$ cat config.mk
export PLATFORM = sky130hd
export DESIGN_NAME = instr_pipe_tracker_flat
export DESIGN_NICKNAME = d
export VERILOG_FILES = /design/src/rtl/instr_pipe_tracker_if.sv /design/src/rtl/instr_pipe_tracker.sv /design/src/flat_wrapper.sv
export SDC_FILE = /design/constraint.sdc
export NUM_CORES = 1
export LEC_CHECK = 0
export CELL_PAD_IN_SITES_DETAIL_PLACEMENT = 0
export CELL_PAD_IN_SITES_GLOBAL_PLACEMENT = 2
export CORE_MARGIN = 5
export CORE_UTILIZATION = 28
export DETAILED_ROUTE_END_ITERATION = 8
export PLACE_DENSITY = 0.78
export SETUP_SLACK_MARGIN = 0.02
export SKIP_CTS_REPAIR_TIMING = 1
export SLEW_MARGIN = 25
export SYNTH_ARGS = -nofsm -noshare
export SYNTH_HDL_FRONTEND = slang
export SYNTH_SLANG_ARGS = --single-unit
$ cat constraint.sdc
create_clock -name clk -period 1.97 [get_ports clk]
set_input_delay 0.394 -clock clk [delete_from_list [all_inputs] [get_ports clk]]
set_output_delay 0.394 -clock clk [all_outputs]
set_load 0.005 [all_outputs]
$ cat src/rtl/instr_pipe_tracker_if.sv
// Bundle of fetch-side controls and per-stage tracking outputs for instr_pipe_tracker.
interface instr_pipe_tracker_if #(
  parameter int IW    = 16,
  parameter int DEPTH = 5,
  parameter int CW    = 16
);
  logic                  instr_in;
  logic [IW-1:0]         instr_word;
  logic                  instr_in_valid;
  logic                  halt;
  logic                  stall;
  logic                  flush;
  logic                  fetch_ready;
  logic [DEPTH*IW-1:0]   stage_instr;
  logic [DEPTH-1:0]      stage_valid;
  logic [CW-1:0]         retire_cnt;
  logic [CW-1:0]         kill_cnt;

  modport master (
    output instr_word, instr_in_valid, halt, stall, flush,
    input  fetch_ready, stage_instr, stage_valid, retire_cnt, kill_cnt
  );

  modport slave (
    input  instr_word, instr_in_valid, halt, stall, flush,
    output fetch_ready, stage_instr, stage_valid, retire_cnt, kill_cnt
  );
endinterface

$ cat src/rtl/instr_pipe_tracker.sv
// Instruction-tracking shift pipeline with halt, stall-bubble and flush-kill control,
// plus saturating retire and kill counters.
module instr_pipe_tracker #(
  parameter int            IW           = 16,
  parameter int            DEPTH        = 5,
  parameter logic [IW-1:0] NOP          = 16'hE800,
  parameter int            STALL_STAGE  = 1,
  parameter int            FLUSH_STAGES = 2,
  parameter int            CW           = 16
) (
  input logic              clk,
  input logic              rst,
  instr_pipe_tracker_if.slave bus
);

  logic [IW-1:0]    instr_p [DEPTH];
  logic [DEPTH-1:0] vld_p;
  logic [IW-1:0]    instr_d [DEPTH];
  logic [DEPTH-1:0] vld_d;
  logic [IW-1:0]    instr_src [DEPTH];
  logic [DEPTH-1:0] vld_src;
  logic [CW-1:0]    retire_q, retire_d;
  logic [CW-1:0]    kill_q, kill_d;
  logic [7:0]       kill_inc;
  logic [DEPTH*IW-1:0] stage_flat;

  function automatic logic [CW-1:0] sat_add(input logic [CW-1:0] a, input logic [7:0] b);
    logic [CW+7:0] s;
    s = {8'd0, a} + {{CW{1'b0}}, b};
    if (s > {8'd0, {CW{1'b1}}}) return {CW{1'b1}};
    return s[CW-1:0];
  endfunction

  // Predecessor of every stage: stage 1 is fed from fetch, the rest from the stage before.
  always_comb begin
    instr_src[0] = bus.instr_in_valid ? bus.instr_word : NOP;
    vld_src[0]   = bus.instr_in_valid;
    for (int k = 1; k < DEPTH; k++) begin
      instr_src[k] = instr_p[k-1];
      vld_src[k]   = vld_p[k-1];
    end
  end

  always_comb begin
    instr_d  = instr_p;
    vld_d    = vld_p;
    retire_d = retire_q;
    kill_d   = kill_q;
    kill_inc = {7'd0, bus.instr_in_valid};
    for (int k = 0; k < DEPTH; k++) begin
      if (k < FLUSH_STAGES - 1 && vld_p[k]) kill_inc = kill_inc + 8'd1;
    end
    if (!bus.halt) begin
      if (vld_p[DEPTH-1]) retire_d = sat_add(retire_q, 8'd1);
      for (int k = 0; k < DEPTH; k++) begin
        if (bus.flush) begin
          instr_d[k] = (k < FLUSH_STAGES) ? NOP  : instr_src[k];
          vld_d[k]   = (k < FLUSH_STAGES) ? 1'b0 : vld_src[k];
        end else if (bus.stall) begin
          if (k == STALL_STAGE) begin
            instr_d[k] = NOP;
            vld_d[k]   = 1'b0;
          end else if (k > STALL_STAGE) begin
            instr_d[k] = instr_src[k];
            vld_d[k]   = vld_src[k];
          end
        end else begin
          instr_d[k] = instr_src[k];
          vld_d[k]   = vld_src[k];
        end
      end
      if (bus.flush) kill_d = sat_add(kill_q, kill_inc);
    end
  end

  // Stage registers and counters
  always_ff @(posedge clk or negedge rst) begin
    if (!rst) begin
      for (int k = 0; k < DEPTH; k++) instr_p[k] <= NOP;
      vld_p    <= '0;
      retire_q <= '0;
      kill_q   <= '0;
    end else begin
      instr_p  <= instr_d;
      vld_p    <= vld_d;
      retire_q <= retire_d;
      kill_q   <= kill_d;
    end
  end

  always_comb begin
    stage_flat = '0;
    for (int k = 0; k < DEPTH; k++) stage_flat[k*IW +: IW] = instr_p[k];
  end

  assign bus.stage_instr = stage_flat;
  assign bus.stage_valid = vld_p;
  assign bus.retire_cnt  = retire_q;
  assign bus.kill_cnt    = kill_q;
  assign bus.fetch_ready = !bus.halt && (bus.flush || !bus.stall);

endmodule

$ cat src/flat_wrapper.sv
// flat-port wrapper written by rule: the top's interface ports become plain ports
module instr_pipe_tracker_flat 
#(
  parameter int            IW           = 16,
  parameter int            DEPTH        = 5,
  parameter logic [IW-1:0] NOP          = 16'hE800,
  parameter int            STALL_STAGE  = 1,
  parameter int            FLUSH_STAGES = 2,
  parameter int            CW           = 16
)
  (clk, rst, bus_instr_word, bus_instr_in_valid, bus_halt, bus_stall, bus_flush, bus_fetch_ready, bus_stage_instr, bus_stage_valid, bus_retire_cnt, bus_kill_cnt);
  instr_pipe_tracker_if #(.IW(IW), .DEPTH(DEPTH), .CW(CW)) bus_i ();
  input logic clk;
  input logic rst;
  input wire logic [$bits(bus_i.instr_word)-1:0] bus_instr_word;
  input wire logic [$bits(bus_i.instr_in_valid)-1:0] bus_instr_in_valid;
  input wire logic [$bits(bus_i.halt)-1:0] bus_halt;
  input wire logic [$bits(bus_i.stall)-1:0] bus_stall;
  input wire logic [$bits(bus_i.flush)-1:0] bus_flush;
  output wire logic [$bits(bus_i.fetch_ready)-1:0] bus_fetch_ready;
  output wire logic [$bits(bus_i.stage_instr)-1:0] bus_stage_instr;
  output wire logic [$bits(bus_i.stage_valid)-1:0] bus_stage_valid;
  output wire logic [$bits(bus_i.retire_cnt)-1:0] bus_retire_cnt;
  output wire logic [$bits(bus_i.kill_cnt)-1:0] bus_kill_cnt;
  assign bus_i.instr_word = bus_instr_word;
  assign bus_i.instr_in_valid = bus_instr_in_valid;
  assign bus_i.halt = bus_halt;
  assign bus_i.stall = bus_stall;
  assign bus_i.flush = bus_flush;
  assign bus_fetch_ready = bus_i.fetch_ready;
  assign bus_stage_instr = bus_i.stage_instr;
  assign bus_stage_valid = bus_i.stage_valid;
  assign bus_retire_cnt = bus_i.retire_cnt;
  assign bus_kill_cnt = bus_i.kill_cnt;
  instr_pipe_tracker #(.IW(IW), .DEPTH(DEPTH), .NOP(NOP), .STALL_STAGE(STALL_STAGE), .FLUSH_STAGES(FLUSH_STAGES), .CW(CW)) u_core (.clk(clk), .rst(rst), .bus(bus_i));
endmodule
==> insert_results.sql <==
INSERT INTO impl_metrics (metric_group, metric, value, unit) VALUES
('outcome', 'outcome', 'finished, final reports clean', ''),
('yosys', 'synth_top_family_by_area', 'simple AND/OR/NAND/NOR gates', ''),
('power_and_ir_drop', 'power.leakage', '3.37', 'nW'),
('sta', 'timing.final.crit_share', '99.5', '%'),
('yosys', 'yosys.cell_types.count', '52', ''),
('route', 'vias_per_cell', '4.68', ''),
('yosys', 'share_of_synthesized_cell_area_in_full_adder_half_adder_and_majority_cells', '1.42', '%'),
('grt', 'grt_pass1_vias', '3798', ''),
('sta', 'grt_setup_unrepaired', 'yes', ''),
('yosys', 'synth_register_bits', '117', ''),
('yosys', 'synthArstFlopShare', '100', '%'),
('yosys', 'synth.avg_cell_area', '13.0', 'µm²'),
('cells_and_area', 'finish.utilization', '42.8', '%'),
('die', 'num_io_pins', '140', ''),
('power_and_ir_drop', 'power-per-cell-area', '918', 'mW/mm²'),
('yosys', 'synthesized_area_fraction_occupied_by_xor_and_xnor_cells', '1.95', '%'),
('job', 'drv_cap', '0', ''),
('power_and_ir_drop', 'seqPwrFrac', '41.4', '%'),
('worst_hold_path', 'hold_path.class', 'in2reg', ''),
('sta', 'setup_tns', '0', 'ps'),
('route', 'drtPass1Iterations', '4', ''),
('yosys', 'netlist.top_cell.by_area', 'dfrtp_1', ''),
('route', 'wirelength', '12800', 'µm'),
('yosys', 'post_synth_inst_count', '379', ''),
('clocking', 'cts_tree', 'done', ''),
('sta', 'slew-limit-headroom', '73.0', '%'),
('route', 'avgRoutedWirePerCell', '16.3', 'µm'),
('sta', 'final-setup-viol-count', '0', ''),
('yosys', 'yosysWarnings', '0', ''),
('place', 'buffer_ports.inserted', '139', ''),
('yosys', 'synthSimpleGateAreaFrac', '12.9', '%'),
('die', 'initial_utilization', '28.6', '%'),
('sta', 'clock.fmax', '510', 'MHz'),
('cells_and_area', 'area.growth.synth_to_final', '50.0', '%'),
('clocking', 'root_buffer', 'clkbuf_16', ''),
('grt', 'grt_max_degree', '71', ''),
('clocking', 'cts-root-to-sink-buffers', '2', ''),
('setup_path', 'critical_path_class', 'reg2reg', ''),
('place', 'detailedPlacementHpwl', '9170', 'µm'),
('grt', 'top_usage_layer', 'met2', ''),
('setup_path', 'startpoint_type', 'register', ''),
('power_and_ir_drop', 'comb_power_share', '13.0', '%'),
('yosys', 'syn_nets', '406', ''),
('grt', 'met3_usage', '3.62', '%'),
('die', 'floorplan.die_area', '0.0204', 'mm²'),
('yosys', 'yosys-top-cells-area', 'dfrtp_1, mux2_2, dfstp_2, a22o_1, nand2_1', ''),
('clocking', 'clock_tree.htree_level_count', '4', ''),
('clocking', 'cts_num_sinks', '117', ''),
('sta', 'final.setup_skew', '6.39', 'ps'),
('clocking', 'worstSkewPairLatency', '410', 'ps'),
('yosys', 'yosys.cell_count.top_type', 'dfrtp_1', ''),
('setup_path', 'critical_path_required', '2260', 'ps'),
('power_and_ir_drop', 'vdd_drop_max', '582', 'µV'),
('sta', 'report.final.slew_viol_count', '0', ''),
('die', 'num_rows', '48', ''),
('route', 'routed-via-count', '3675', ''),
('power_and_ir_drop', 'p_switching', '1.74', 'mW'),
('grt', 'globalRouteOverflowTotal', '0', ''),
('setup_path', 'setup.worst_path.end_class', 'register', ''),
('yosys', 'synth.cells.most_frequent', 'dfrtp_1, mux2_2, nand2_1', ''),
('yosys', 'synth-edff-count', '0', ''),
('grt', 'gr_met2_demand_resource', '21.0', '%'),
('die', 'die_height', '143', 'µm'),
('yosys', 'synth_flop_cell', 'dfrtp_1', ''),
('yosys', 'syn_area', '0.00494', 'mm²'),
('route', 'first_iter_violations', '139', ''),
('cells_and_area', 'final.fill_count', '1630', ''),
('sta', 'worstMarginPinSlew', '402', 'ps'),
('grt', 'grt_pass1_wl', '20600', 'µm'),
('setup_path', 'worstPathArrival', '2250', 'ps'),
('cells_and_area', 'final_layout_size_suffix_gt1_share', '26.5', '%');
==> critical path: stages, from the launching register on <==
cell and delay (ps):
dfrtp_1 400, ha_4 280, ha_4 130, fa_2 230, nand4b_4 130, nor3_4 250
nand4_1 110, mux2_1 320
==> sequential cells by signal, indices dropped and copies added (netlist names) <==
register                cells
u_core.bus.retire_cnt      16
u_core.bus.kill_cnt        16
u_core.bus.stage_valid      5
u_core.bus.stage_instr     80
==> layer usage <==
layer | wire length, µm | part of all wire (%)
met1 | 5510 | 43
met2 | 6420 | 50
met3 | 563 | 4.4
met4 | 270 | 2.1
met5 | 0 | 0
==> worst paths after layout <==
path                            depth (start not counted)  slack, ps                        from                    endpoint
worst min-delay path                                    2        390                    bus_halt   u_core.bus.stage_valid[1]
min in group asynchronous                               2        480                         rst   u_core.bus.stage_valid[2]
worst max-delay path                                    7          9   u_core.bus.stage_valid[0]     u_core.bus.kill_cnt[12]
max in group asynchronous                               3        850                         rst  u_core.bus.stage_instr[63]
worst max register to register                          7          9   u_core.bus.stage_valid[0]     u_core.bus.kill_cnt[12]
worst min register to register                          2        480  u_core.bus.stage_instr[30]  u_core.bus.stage_instr[30]
==> cell families (layout without fill, tap and decap cells) <==
logic type,Yosys count,count (layout)
AO/OA/AOI/OAI,67,67
XOR/XNOR,11,11
adder cells (fa/ha/maj),5,5
buffers and inverters,28,208
flip-flops,117,117
multiplexers,51,51
other,0,1
AND/OR/NAND/NOR,100,100
==> placed cells by master (no fill, tap or decap), drive strengths merged, types with 9 or more instances in the layout <==
cell type and instances:
inv 21, o21ai 10, a22o 25, dfstp 20, a21oi 15, clkdlybuf4s50 134, nand4 10, nand3 9
buf 24, dfrtp 97, nor2 17, xnor2 9, mux2 51, nand2 31, clkbuf 21
==> power by group through the flow <==
stage	clock (mW)	sequential, mW	combinational (mW)
2_1_floorplan	0	2.82	0.321
3_3_place_gp	0	2.84	0.860
6_report	3.10	2.82	0.885
5_1_grt	3.28	2.85	0.983
3_5_place_dp	0	2.85	0.875
4_1_cts	3.18	2.81	0.878
==> through the flow <==
step / worst slack (ps) / power, mW / hold WS (ps) / std cells / cell area (µm²)
final: 9.30 / 6.80 / 390 / 785 / 7410
after global routing: -74.9 / 7.11 / 390 / 784 / 7410
after CTS: -94.9 / 6.87 / -82.7 / 780 / 7330
after detailed placement: -530 / 3.73 / 363 / 748 / 6730
after global placement: -490 / 3.70 / 361 / 748 / 6730
after floorplan: 14.3 / 3.14 / 98.4 / 379 / 4940
==> layout make-up <==
type / instances / area (µm²) / share of cell area, %
clock buffer: 21 / 493 / 6.65
sequential: 117 / 2950 / 39.9
tap: 225 / 282 / 3.80
antenna: 1 / 2.50 / 0.0338
clock inverter: 11 / 108 / 1.45
multi-input combinational: 234 / 1900 / 25.6
inverter: 14 / 52.6 / 0.709
timing repair buffer: 162 / 1620 / 21.9
No activity file was read; power rests on OpenSTA's default activity.
